[config.mk]
export PLATFORM = sky130hd
export DESIGN_NAME = pixel_seq_ctrl
export DESIGN_NICKNAME = d
export VERILOG_FILES = /design/src/rtl/pixel_seq_pkg.sv /design/src/rtl/pixel_seq_ctrl_timer.sv /design/src/rtl/pixel_seq_ctrl.sv
export SDC_FILE = /design/constraint.sdc
export NUM_CORES = 1
export LEC_CHECK = 0
export CAP_MARGIN = 0
export CORE_MARGIN = 5
export CORE_UTILIZATION = 40
export CTS_CLUSTER_DIAMETER = 30
export DETAILED_ROUTE_END_ITERATION = 12
export PLACE_DENSITY = 0.75
export SYNTH_ARGS = -nofsm -noshare
export SYNTH_HDL_FRONTEND = slang
export SYNTH_SLANG_ARGS = --single-unit
[constraint.sdc]
create_clock -name clk -period 5.1 [get_ports clk]
set_input_delay 1.53 -clock clk [delete_from_list [all_inputs] [get_ports clk]]
set_output_delay 1.53 -clock clk [all_outputs]
set_load 0.01 [all_outputs]
[src/rtl/pixel_seq_pkg.sv]
// Shared definitions for the pixel-kernel sequencer: state encoding,
// default sizing constants and the state-to-switch-control decode.
// Optional feature macro: PXL_DUAL_SAMPLE_EN (adds the SAML state).
package pixel_seq_pkg;

    localparam int DEF_NUM_PIXELS = 9;
    localparam int DEF_TIMER_W    = 10;
    localparam int DEF_SAM_CYC    = 2;

    localparam logic [2:0] ENC_WAIT = 3'd0;
    localparam logic [2:0] ENC_LOC  = 3'd1;
    localparam logic [2:0] ENC_GAP  = 3'd2;
    localparam logic [2:0] ENC_ADJ  = 3'd3;
    localparam logic [2:0] ENC_SAM  = 3'd4;
    localparam logic [2:0] ENC_DONE = 3'd5;
`ifdef PXL_DUAL_SAMPLE_EN
    localparam logic [2:0] ENC_SAML = 3'd6;
`endif

    typedef enum logic [2:0] {
        ST_WAIT = ENC_WAIT,
        ST_LOC  = ENC_LOC,
        ST_GAP  = ENC_GAP,
        ST_ADJ  = ENC_ADJ,
        ST_SAM  = ENC_SAM,
`ifdef PXL_DUAL_SAMPLE_EN
        ST_SAML = ENC_SAML,
`endif
        ST_DONE = ENC_DONE
    } state_e;

    // Switch controls driven toward the pixel array, plus the done pulse.
    typedef struct packed {
        logic s_p1;
        logic s_p2;
        logic s1;
        logic s2;
        logic v_b1;
        logic sh;
        logic pxl_done;
    } ctrl_t;

    // Moore decode: every control depends on the registered state only.
    function automatic ctrl_t state_ctrl(input state_e st);
        ctrl_t c;
        c = '0;
        case (st)
            ST_LOC: begin
                c.s_p1 = 1'b1;
                c.s1   = 1'b1;
                c.v_b1 = 1'b1;
            end
            ST_ADJ: begin
                c.s_p2 = 1'b1;
                c.s2   = 1'b1;
                c.v_b1 = 1'b1;
            end
            ST_SAM: begin
                c.v_b1 = 1'b1;
                c.sh   = 1'b1;
            end
`ifdef PXL_DUAL_SAMPLE_EN
            ST_SAML: begin
                c.v_b1 = 1'b1;
                c.sh   = 1'b1;
            end
`endif
            ST_DONE: c.pxl_done = 1'b1;
            default: c = '0;
        endcase
        return c;
    endfunction

endpackage

[src/rtl/pixel_seq_ctrl_timer.sv]
// Phase timer shared by all sequencer states: clears on state entry,
// counts while enabled and flags when the count equals the terminal value.
// Optional feature macro PXL_DUAL_SAMPLE_EN does not affect this block.
module pxl_phase_timer
    import pixel_seq_pkg::*;
#(
    parameter int W = DEF_TIMER_W
) (
    input  logic         clk,
    input  logic         reset,
    input  logic         clr_i,
    input  logic         en_i,
    input  logic [W-1:0] max_i,
    output logic         at_max_o
);

    logic [W-1:0] cnt_q;
    logic [W-1:0] cnt_d;

    // Next count: clear wins over increment.
    always_comb begin
        // NOTE: default first so every path assigns cnt_d and no latch is inferred.
        cnt_d = cnt_q;
        if (clr_i) begin
            cnt_d = '0;
        end else if (en_i) begin
            cnt_d = cnt_q + W'(1);
        end
    end

    // Count register with synchronous reset.
    always_ff @(posedge clk) begin
        // NOTE: non-blocking so all registers update from pre-edge values.
        if (reset) begin
            cnt_q <= '0;
        end else begin
            cnt_q <= cnt_d;
        end
    end

    assign at_max_o = (cnt_q == max_i);

endmodule

[src/rtl/pixel_seq_ctrl.sv]
// Pixel-kernel sequencer: runs NUM_PIXELS pixels per start through
// LOC, GAP, ADJ, SAM and DONE, with continuous mode, abort and latched
// integration lengths. Optional feature macro: PXL_DUAL_SAMPLE_EN inserts
// a SAML sample/hold phase between LOC and GAP.
module pixel_seq_ctrl
    import pixel_seq_pkg::*;
#(
    parameter int NUM_PIXELS = DEF_NUM_PIXELS,
    parameter int TIMER_W    = DEF_TIMER_W,
    parameter int SAM_CYC    = DEF_SAM_CYC,
    parameter int IDX_W      = $clog2(NUM_PIXELS)
) (
    input  logic               clk,
    input  logic               reset,
    input  logic               start_i,
    input  logic               abort_i,
    input  logic               cont_mode_i,
    input  logic [TIMER_W-1:0] loc_max_clk_i,
    input  logic [TIMER_W-1:0] adj_max_clk_i,
    output logic               busy_o,
    output logic               s_p1,
    output logic               s_p2,
    output logic               s1,
    output logic               s2,
    output logic               v_b1,
    output logic               sh,
    output logic               s1_inv,
    output logic               s2_inv,
    output logic               v_b0,
    output logic               pxl_done_o,
    output logic               kernel_done_o,
    output logic [IDX_W-1:0]   pxl_idx_o,
    output logic               loc_timer_max_o,
    output logic               adj_timer_max_o
);

    localparam logic [TIMER_W-1:0] SAM_LAST = TIMER_W'(SAM_CYC - 1);
    localparam logic [IDX_W-1:0]   IDX_LAST = IDX_W'(NUM_PIXELS - 1);

    state_e             state_q, state_d;
    logic [IDX_W-1:0]   idx_q, idx_d;
    logic [TIMER_W-1:0] loc_q, loc_d;
    logic [TIMER_W-1:0] adj_q, adj_d;
    logic [TIMER_W-1:0] tmr_max;
    logic               tmr_clr;
    logic               at_max;
    logic               last_pix;
    ctrl_t              ctrl;

    assign last_pix = (idx_q == IDX_LAST);

    // Terminal count for the phase timer in the current state.
    always_comb begin
        tmr_max = '0;
        case (state_q)
            ST_LOC:  tmr_max = loc_q;
            ST_ADJ:  tmr_max = adj_q;
            ST_SAM:  tmr_max = SAM_LAST;
`ifdef PXL_DUAL_SAMPLE_EN
            ST_SAML: tmr_max = SAM_LAST;
`endif
            default: tmr_max = '0;
        endcase
    end

    // The timer restarts on every state change and idles at zero in WAIT.
    assign tmr_clr = (state_d != state_q) || (state_q == ST_WAIT);

    pxl_phase_timer #(
        .W (TIMER_W)
    ) u_timer (
        .clk      (clk),
        .reset    (reset),
        .clr_i    (tmr_clr),
        .en_i     (busy_o),
        .max_i    (tmr_max),
        .at_max_o (at_max)
    );

    // Next state, pixel index and configuration latch.
    always_comb begin
        state_d = state_q;
        idx_d   = idx_q;
        loc_d   = loc_q;
        adj_d   = adj_q;
        if (abort_i && (state_q != ST_WAIT)) begin
            state_d = ST_WAIT;
            idx_d   = '0;
        end else begin
            case (state_q)
                ST_WAIT: begin
                    if (start_i && !abort_i) begin
                        state_d = ST_LOC;
                        loc_d   = loc_max_clk_i;
                        adj_d   = adj_max_clk_i;
                    end
                end
                ST_LOC: begin
                    if (at_max) begin
`ifdef PXL_DUAL_SAMPLE_EN
                        state_d = ST_SAML;
`else
                        state_d = ST_GAP;
`endif
                    end
                end
`ifdef PXL_DUAL_SAMPLE_EN
                ST_SAML: begin
                    if (at_max) state_d = ST_GAP;
                end
`endif
                ST_GAP: state_d = ST_ADJ;
                ST_ADJ: begin
                    if (at_max) state_d = ST_SAM;
                end
                ST_SAM: begin
                    if (at_max) state_d = ST_DONE;
                end
                ST_DONE: begin
                    if (last_pix) begin
                        idx_d = '0;
                        if (cont_mode_i) begin
                            state_d = ST_LOC;
                            loc_d   = loc_max_clk_i;
                            adj_d   = adj_max_clk_i;
                        end else begin
                            state_d = ST_WAIT;
                        end
                    end else begin
                        idx_d   = idx_q + IDX_W'(1);
                        state_d = ST_LOC;
                    end
                end
                default: begin
                    state_d = ST_WAIT;
                    idx_d   = '0;
                end
            endcase
        end
    end

    // State, index and latched configuration registers.
    always_ff @(posedge clk) begin
        if (reset) begin
            state_q <= ST_WAIT;
            idx_q   <= '0;
            loc_q   <= '0;
            adj_q   <= '0;
        end else begin
            state_q <= state_d;
            idx_q   <= idx_d;
            loc_q   <= loc_d;
            adj_q   <= adj_d;
        end
    end

    assign ctrl            = state_ctrl(state_q);
    assign s_p1            = ctrl.s_p1;
    assign s_p2            = ctrl.s_p2;
    assign s1              = ctrl.s1;
    assign s2              = ctrl.s2;
    assign v_b1            = ctrl.v_b1;
    assign sh              = ctrl.sh;
    assign s1_inv          = ~ctrl.s1;
    assign s2_inv          = ~ctrl.s2;
    assign v_b0            = ~ctrl.v_b1;
    assign pxl_done_o      = ctrl.pxl_done;
    assign kernel_done_o   = ctrl.pxl_done && last_pix;
    assign busy_o          = (state_q != ST_WAIT);
    assign pxl_idx_o       = idx_q;
    assign loc_timer_max_o = (state_q == ST_LOC) && at_max;
    assign adj_timer_max_o = (state_q == ST_ADJ) && at_max;

endmodule

Yosys cells after proc, flatten, opt, wreduce, memory -nomap -nowiden. Index checks and enable logic that the tools add are counted.

Eq/ne operators: 11. Bitwise logic cells: 4. Reductions and logical operators: 15. Add/subtract/negate cells: 2. Multiplexer cells: 24.

Operators by type and width (number): two-way mux 10 bit (6); case mux 10 bit (2 select lines) (2); case mux 10 bit (3 select lines) (1); two-way mux 3 bit (6); case mux 3 bit (6 select lines) (1); adder 10 x 1 -> 10 bit, second input constant (1); equality test 10 bit (1); case mux 4 bit (2 select lines) (1); equality test 3 x 2 -> 1 bit, second input constant (2); equality test 3 bit, second input constant (2); two-way mux 1 bit (6); logical AND 1 bit (5); AND reduction 5 bit (1); OR reduction 5 bit (1); adder 4 x 1 -> 4 bit, second input constant (1); equality test 4 bit, second input constant (1); two-way mux 4 bit (1); != test 2 bit, second input constant (2); NOT 1 bit (4); OR reduction 2 bit (2); equality test 3 x 1 -> 1 bit, second input constant (1); zero test 3 bit (1); != test 3 bit (1); nonzero test 3 bit (1); other kinds (5) (5).

Output and inout bits: 18. Register bits: 37. Input port bits: 25.

Logic depth before layout (Yosys ltp). Gate-level depths: netlist of run 1.

Depth after elaboration: 9. Gate-level depth with buffers: 9. Depth with buffers taken out: 8.

By module. A second synthesis of run 1 with hierarchy kept.

Cells, all modules: 245. Area total of the unflattened synthesis: 2184.6 um^2.

Modules (own cells, without submodules): pixel_seq_ctrl (instances 1, area each 1612.8 um^2, cells an instance 181, seq. area each 540.5 um^2); pxl_phase_timer (instances 1, area each 571.8 um^2, cells an instance 64, seq. area each 200.2 um^2).

Worst setup path before layout of run 1. No wires, ideal clock.

Kind: register to output. Start: reg state_q[1]. End: out adj_timer_max_o. Required time: 3570 ps. Cell stages (with the launch flop): 8. Arrival: 1944 ps. Slack: 1626 ps. Cells stage by stage: dfxtp_1 buf_6 nor3b_2 a21oi_1 a211oi_2 or4b_1 buf_2 nor3_1.

Longest elaborated chain between the ends: 4. Elaborated cells between the ends (all ways): 6. Classes of those cells: eq/ne: 4; mux: 1; reduce/logical: 1.

Ends and longest elaborated chain: from (decl) (line pixel_seq_ctrl.sv:40) `state_e state_q, state_d;`; from (signal assigned) (line pixel_seq_ctrl.sv:150) `state_q <= state_d;`; equality test 3 bit (tied with other cells) (line pixel_seq_ctrl.sv:55) `case (state_q)`; case mux 10 bit (3 select lines) (line pixel_seq_ctrl.sv:55); equality test 10 bit (line pixel_seq_ctrl_timer.sv:41) `assign at_max_o = (cnt_q == max_i);`; logical AND 1 bit (*) (line pixel_seq_ctrl.sv:172) `assign adj_timer_max_o = (state_q == ST_ADJ) && at_max;`; to (decl) (line pixel_seq_ctrl.sv:34) `output logic adj_timer_max_o`.

Mark *: on every way between the ends. The rest lies on a longest branch, timed or not.

Worst setup path after layout of run 1. Same ends and word-level chain as after synthesis.

==> impl_summary.md, run 1 <==
Route
In this run the remaining antenna-violating nets after routing total 0. The count of unresolved DRC violations after routing is 0. The initial DRC count is 59. In the final routed layout, each cell accounts on average for 12.95 µm. Wires add up to 4.273 mm.

The detailed router placed 1687 vias in this run. The count of TritonRoute iterations in the first routing pass is 4. The via density per instance is 5.112.

Power and ir drop
The share of total power dissipated in combinational logic is 13.6%. The internal cell power is 451.4 µW. For this design the static power due to leakage is 0.0009009 µW. The clock network fraction of total power is 35.3%. Across the VDD grid, the largest voltage drop is 0.0001268 V. For this design the total switching power over the nets is 147.8 µW. In this run the power density over the cells is 240.6 nW/µm². Net switching is 24.66% of the power.

After layout, the design draws a total of 599.2 µW. The part of the power in registers is 51.1%.

Synth
The synthesized netlist devotes 22.75% of its cell area to simple gates. The synthesized netlist occupies a cell area of 1958 µm². The synthesized area per cell is 8.742 µm². Ranked by total cell area, the synthesized netlist is headed by sky130_fd_sc_hd__dfxtp_1, sky130_fd_sc_hd__mux2i_1, sky130_fd_sc_hd__nor2_1, sky130_fd_sc_hd__xor2_1, sky130_fd_sc_hd__a21oi_1. Counting every net in the synthesized netlist gives 252.

The number of enable flip-flop cells after synthesis is 0. The synthesized netlist devotes 1.917% of its cell area to adder and majority cells. Of all flip-flops after synthesis, the portion carrying an async set or reset was 0%. In this run, distinct cell masters in the synthesized netlist total 43. sky130_fd_sc_hd__dfxtp_1 takes more of the synthesized area than any other cell. The dominant combinational cell family by area after synthesis is simple AND/OR/NAND/NOR gates. In the synthesized netlist, mux cells make up 15.59% of the area. Among all flip-flop cells after synthesis, the most frequent one is sky130_fd_sc_hd__dfxtp_1. The synthesized netlist devotes 4.920% of its cell area to XOR and XNOR gates. Synthesis produced 224 cells. Synthesis inferred 37 register bits. The top cell type by area accounts for 37.83% of the synthesized area.

The total number of yosys warnings is 0. The sequential area share after synthesis is 37.83%. The post-synthesis compound-gate area fraction is 10.86%.

Finish
The layout-stage area growth over the synthesis result is 27.16%. The share of cells above drive strength 1 is 5.703%. At the end of the flow, the number of nets in the layout was 290. The number of antenna diodes in the final layout is 0. Summing all multi-input logic gate instances after layout gives 1100 µm². In the layout the commonest cells are sky130_fd_sc_hd__nor2_1, sky130_fd_sc_hd__clkdlybuf4s50_1, sky130_fd_sc_hd__dfxtp_1. After filler insertion, the fill cell instance count of the layout stands at 448. Registers take 740.7 µm². Cells fill 52.72% of the core in the end. The finished cells cover 2490 µm².

Floorplanning
The area of the die is 6394 µm². The die is 79.97 µm tall. The starting density of the core is 41.46%. The area of the core is 4723 µm². The row count is 25. From left edge to right edge, the die measures 79.97 µm. For this design the top-level I/O count stands at 43.

CTS
Clock-pin slew was measured on the worst setup and hold paths at 0.08 ns. Counting the buffers created by CTS gives 5. TritonCTS built the clock tree. For the worst-skew pair, the clock arrives at the later sink with an insertion delay of 0.29 ns. The number of buffers added for setup after CTS is 0. The clock net in this run drives a total of 37 sinks. Once the clock tree was built, the resizer swapped 0 gates to a different size. The tree is rooted in a sky130_fd_sc_hd__clkbuf_8. The maximum buffer depth of the clock tree is 2. The H-tree generated during clock tree synthesis spans 2 levels. Buffers inserted to repair hold after CTS numbered 0.

Placed design
Port buffering added 42 buffers. The worst setup timing slack at the placement stage is 0.7557 ns. The placement-stage cell area is 2394 µm². Routability-driven placement finished with a final weighted congestion of 0.8467.

The HPWL after detailed placement is 3.222 mm.

Outcome
The flow ran to the end, and the final reports show no timing, DRC or antenna violations.

Worst hold path
Along the worst hold path, the cell count comes to 2. The min-delay analysis places its worst path in the category reg2reg.

Global routing
The number of global-route vias before repair is 1493. The first global-routing pass estimated 7.079 mm of wire. The overflow left after global routing is 0.

The largest net degree at the start of global routing is 25. The number of antenna violations at the first check in global routing is 0. The overall routing resource usage is 14.03%.

Timing
For the pin with the worst max-slew slack, the measured transition is 0.8726 ns. The final number of hold-violating endpoints is 0. The routed design could run at a clock period as short as 4.665 ns.

Setup violations remaining at the end of the flow were counted as 0. Derived from the worst setup path, the maximum achievable clock frequency is 214.4 MHz. The final cycle utilization of the critical path is 91.47%.

After routing, the total negative slack on setup checks comes to 0 ns. The worst path meets setup with 0.4348 ns of slack. The worst clock skew is 0.01151 ns. The final max-slew violation count is 0. Setup repair after global routing left no endpoint under its margin. The worst pin sits at a relative slew slack of 41.64%.

Worst setup path
The launching element type of the critical path is a flop. The count of cells along the worst register-to-register path is 7. The critical-path maximum fanout is 16. STA classifies the critical path endpoint as a primary output. The required time of the critical path is 3.57 ns. The internal reg-to-reg setup slack is 2.05 ns. The arrival time reported for the critical path endpoint is 3.14 ns. The critical path in this run is classified as reg2out.

Flow run
The max-capacitance violation count is 0.
cell families (layout without fill, tap and decap cells):
group | count (synthesis) | in the layout
DFF | 37 | 37
adders and majority gates | 3 | 3
and+or+nand+nor | 89 | 89
muxes | 30 | 30
AOI/OAI and AO/OA | 32 | 32
xor gates and xnor gates | 11 | 11
buffers and inverters | 22 | 61
area by class of cell:
| cell class | count | area share (%) |
|---|---|---|
| clock buffer | 6 | 3.317 |
| clock inverter | 2 | 0.5528 |
| inverter | 9 | 1.357 |
| multi-input combinational | 165 | 44.17 |
| sequential | 37 | 29.75 |
| tap | 67 | 3.367 |
| timing repair buffer | 44 | 17.49 |
layer usage:
layer / part of all wire, % / track usage (%) / vias up
li1: - / - / 858
met1: 46 / 18.11 / 765
met2: 45 / 22.10 / 57
met3: 7.4 / 4.176 / 7
met4: 1.3 / 4.899 / 0
met5: 0 / 0 / -
power groups by stage:
stage | sequential (µW) | clock, µW | combinational (µW)
floorplan | 308 | 0 | 50.3
global placement | 313 | 0 | 80.3
detailed placement | 313 | 0 | 81.2
CTS | 306 | 220 | 81.6
global route | 307 | 234 | 88.5
finish | 306 | 212 | 81.3
Yosys cell counts (2+ instances only):
cell	instances
sky130_fd_sc_hd__nor2_1	43
sky130_fd_sc_hd__dfxtp_1	37
sky130_fd_sc_hd__mux2i_1	29
sky130_fd_sc_hd__xor2_1	10
sky130_fd_sc_hd__a21oi_1	9
sky130_fd_sc_hd__inv_1	9
sky130_fd_sc_hd__nand2_1	8
sky130_fd_sc_hd__o21ai_0	6
sky130_fd_sc_hd__or3_1	6
sky130_fd_sc_hd__nand3_1	5
sky130_fd_sc_hd__nor3_1	5
sky130_fd_sc_hd__nor3b_1	5
sky130_fd_sc_hd__clkbuf_1	4
sky130_fd_sc_hd__nand3b_1	4
sky130_fd_sc_hd__nand4_1	4
sky130_fd_sc_hd__a22oi_1	3
sky130_fd_sc_hd__buf_4	3
sky130_fd_sc_hd__ha_1	3
sky130_fd_sc_hd__o211ai_1	3
sky130_fd_sc_hd__a32oi_1	2
sky130_fd_sc_hd__and3_1	2
sky130_fd_sc_hd__buf_1	2
sky130_fd_sc_hd__buf_2	2
sequential cells by signal (all words and copies together), names as in the netlist:
| register | cells |
|---|---|
| loc_q | 10 |
| state_q | 3 |
| pxl_idx_o | 4 |
| adj_q | 10 |
| u_timer.cnt_q | 10 |
critical path, stage by stage, from the launching register on:
cell	delay (ns)
sky130_fd_sc_hd__dfxtp_1	0.75
sky130_fd_sc_hd__buf_4	0.28
sky130_fd_sc_hd__mux2i_1	0.23
sky130_fd_sc_hd__or3_1	0.13
sky130_fd_sc_hd__o211ai_1	0.09
sky130_fd_sc_hd__or4b_1	0.60
sky130_fd_sc_hd__nor3_1	0.20
sky130_fd_sc_hd__clkdlybuf4s50_1	0.57
through the flow:
stage               cells  hold WS, ns
detailed placement    322       0.4739
finish                330       0.4829
CTS                   330       0.4854
global placement      322       0.4671
global route          330       0.5333
floorplan             224       0.4596
path summary, 6_finish.rpt:
path | start | end
setup / recovery | state_q[1] | adj_timer_max_o
hold / removal | pxl_idx_o[3] | pxl_idx_o[3]
setup reg to reg | state_q[1] | state_q[1]
hold reg to reg | pxl_idx_o[3] | pxl_idx_o[3]
No activity file was read; power rests on OpenSTA's default activity.
==> run 2: changes to the inputs <==
--- a/config.mk
+++ b/config.mk
@@ -7,10 +7,11 @@
 export LEC_CHECK = 0
 export CAP_MARGIN = 0
 export CORE_MARGIN = 5
-export CORE_UTILIZATION = 40
+export CORE_UTILIZATION = 45
 export CTS_CLUSTER_DIAMETER = 30
 export DETAILED_ROUTE_END_ITERATION = 12
-export PLACE_DENSITY = 0.75
+export PLACE_DENSITY = 0.84
+export SLEW_MARGIN = 10
 export SYNTH_ARGS = -nofsm -noshare
 export SYNTH_HDL_FRONTEND = slang
 export SYNTH_SLANG_ARGS = --single-unit
==> constraint.sdc (replaced) <==
create_clock -name clk -period 3.85 [get_ports clk]
set_input_delay 1.155 -clock clk [delete_from_list [all_inputs] [get_ports clk]]
set_output_delay 1.155 -clock clk [all_outputs]
set_load 0.01 [all_outputs]
==> impl_summary.md, run 2 (synthesized netlist as in run 1, its figures left out) <==
Timing
The final max-slew violation count is 0. The worst pin sits at a relative slew slack of 50.46%. The minimum clock period is 3.411 ns. Setup repair after global routing left no endpoint under its margin. The final hold slack is 0.4853 ns. Dividing the final minimum period by the clock period gives 88.61%. The highest attainable clock frequency is 293.1 MHz. The final number of hold-violating endpoints was 0.

Clock skew on the completed layout was measured at 0.01539 ns. Setup violations remaining at the end of the flow were counted as 0. The final total negative setup slack is 0 ns. At the pin with the least slew margin, the transition time is 0.7398 ns.

Worst setup path
The cell with the largest stage delay on the worst path is sky130_fd_sc_hd__dfxtp_4. The combined buffer and inverter count along the critical path is 2. The start-to-end type of the worst setup path is reg2out. The critical path goes through buf_6, mux2i_2, a21oi_1, or3_1, a22o_1, nor3_1, dlymetal6s2s_1. For this run, the slowest stage of the critical path takes 0.40 ns. The launching element type of the critical path is a flop.

The required time of the critical path is 2.69 ns. The arrival time reported for the critical path endpoint is 2.26 ns. The cell family contributing the most delay on the critical path is simple AND/OR/NAND/NOR gates. The worst register-to-register path begins at state_q[1].

The endpoint of the lowest-slack register-to-register path is state_q[1]. For the worst flop-to-flop path, the logic depth is 7. The kind of end point of the critical path is a primary output. The launching element of the worst setup path is state_q[1]. The internal reg-to-reg setup slack is 1.06 ns. The critical-path maximum fanout is 14.

Finish
The net count of the finished layout is 295. The count of fill cells added during filler insertion is 375. The final core area utilization is 59.62%. The finished layout holds 320 standard cells, fillers aside. The post-route netlist has 9.328% of its cells at a drive strength greater than 1. The top cell types in the final layout, fill and taps aside, are sky130_fd_sc_hd__nor2_1, sky130_fd_sc_hd__clkdlybuf4s50_1, sky130_fd_sc_hd__dfxtp_1. The leading cell type in the layout, fill and taps excluded is sky130_fd_sc_hd__nor2_1.

In the final layout, the registers with the most flip-flops are adj_q (10), loc_q (10), u_timer.cnt_q (10). 0 antenna diodes ended up in the layout. The layout-stage area growth over the synthesis result is 30.74%.

Global routing
The number of global-route vias before repair is 1669. The overall routing resource usage is 15.58%. The number of antenna violations at the first check in global routing is 0. Global routing finished with a remaining overflow of 0. The first-pass GRT wire length is 7.527 mm.

Entering global routing, the biggest net connects 25 pins.

Worst hold path
In this run the most critical hold path is launched from pxl_idx_o[3]. The worst hold path terminates at pxl_idx_o[3]. The worst min-delay path class is reg2reg.

The worst hold path passes through 2 cells.

Route
In the routed design, unresolved DRC markers number 0. The routed design has 4.465 mm of wire. Before antenna repair, the detailed router went through 4 iterations.

The detailed router used layers up to and including met4. The count of nets left with antenna violations after detail routing is 0. The wire length per cell after detailed routing is 13.95 µm. Using the TritonRoute via totals, the vias-per-cell ratio works out to 5.366.

In the detailed route, the total length drawn on met3 is 331 µm. The initial DRC count is 111. In the detailed route, the total length drawn on met2 is 2.153 mm. After detailed routing, the wire length on met1 is 1.916 mm.

The total number of vias is 1717.

Placed design
Routability-driven placement finished with a final weighted congestion of 0.8327. The HPWL after detailed placement is 3.366 mm. Buffers placed on the I/O ports in this run total 42.

The number of placed cells counting well taps is 312.

Floorplanning
The area of the core is 4294 µm². The area of the die is 5771 µm². In this run the horizontal extent of the chip is 75.97 µm.

The starting density of the core is 45.60%. The row count is 24. In this run the count of I/O pins placed on the die edge is 43. The die is 75.97 µm tall.

CTS
Counting the buffers created by CTS gives 5. The H-tree depth reported by CTS is 2. The clock passes through at most 2 buffers. The worst-skew pair later-pin latency is 0.30 ns. The register clock-pin slew on the reported worst setup and hold paths is 0.08 ns.

The clock sink count is 37. In this run the clock root is driven by a sky130_fd_sc_hd__clkbuf_8. The clock tree from TritonCTS is yes.

Power and ir drop
The maximum vdd ir drop is 0.0002370 V. The power per standard cell area is 338.5 nW/µm². The static leakage is 0.0009733 µW.

Outcome
The flow ran to the end, and the final reports show no timing, DRC or antenna violations.

Flow run
The tool flagged a number of max-cap violations equal to 0.
## run 2: worst max path at each step
stage | cells past startpoint | endpoint | slack, ns
finish | 7 | adj_timer_max_o | 0.44
global route | 7 | loc_timer_max_o | 0.31
CTS | 7 | adj_timer_max_o | 0.0003
detailed placement | 7 | adj_timer_max_o | 0.17
global placement | 6 | adj_timer_max_o | 0.24
floorplan | 7 | adj_timer_max_o | 0.75
## run 2: worst min-delay path: cells and delay by family (launching register included)
| family | cells | cell delay (ns) |
|---|---|---|
| compound gates | 1 | 0.05 |
| flops | 1 | 0.33 |
| simple gates | 1 | 0.06 |
## run 2: repair_timing
action / 4_1_cts / 5_1_grt
pin swaps: 0 / 0
hold buffers: 0 / 0
setup endpoints to repair: 2 / 2
gates resized for setup: 7 / 4
buffers inserted: 0 / 0
## run 2: metal layers
layer / GRT usage (%) / vias to the layer above
li1: - / 871
met1: 18.75 / 785
met2: 25.26 / 53
met3: 4.739 / 8
met4: 7.117 / 0
met5: 0 / -
## run 2: through the flow
step	area [µm²]	total power [µW]	worst slack, ns
6_report	2560	866.6	0.4387
5_1_grt	2560	904.8	0.3078
4_1_cts	2547	871.3	0.0003131
3_5_place_dp	2412	525.7	0.1715
3_3_place_gp	2412	523.0	0.2412
2_1_floorplan	1958	474.7	0.7507
## run 2: where the power goes
group / internal [µW] / switching [µW]
Sequential: 395 / 10.4
Clock: 211 / 136
Combinational: 62.7 / 51.1
## run 2: area by class of cell
type	count	area [µm²]	area share (%)
multi-input combinational	165	1116	43.60
sequential	37	747.0	29.18
timing repair buffer	49	481.7	18.82
clock buffer	7	86.33	3.372
tap	52	65.06	2.542
inverter	9	33.78	1.320
clock inverter	1	30.03	1.173
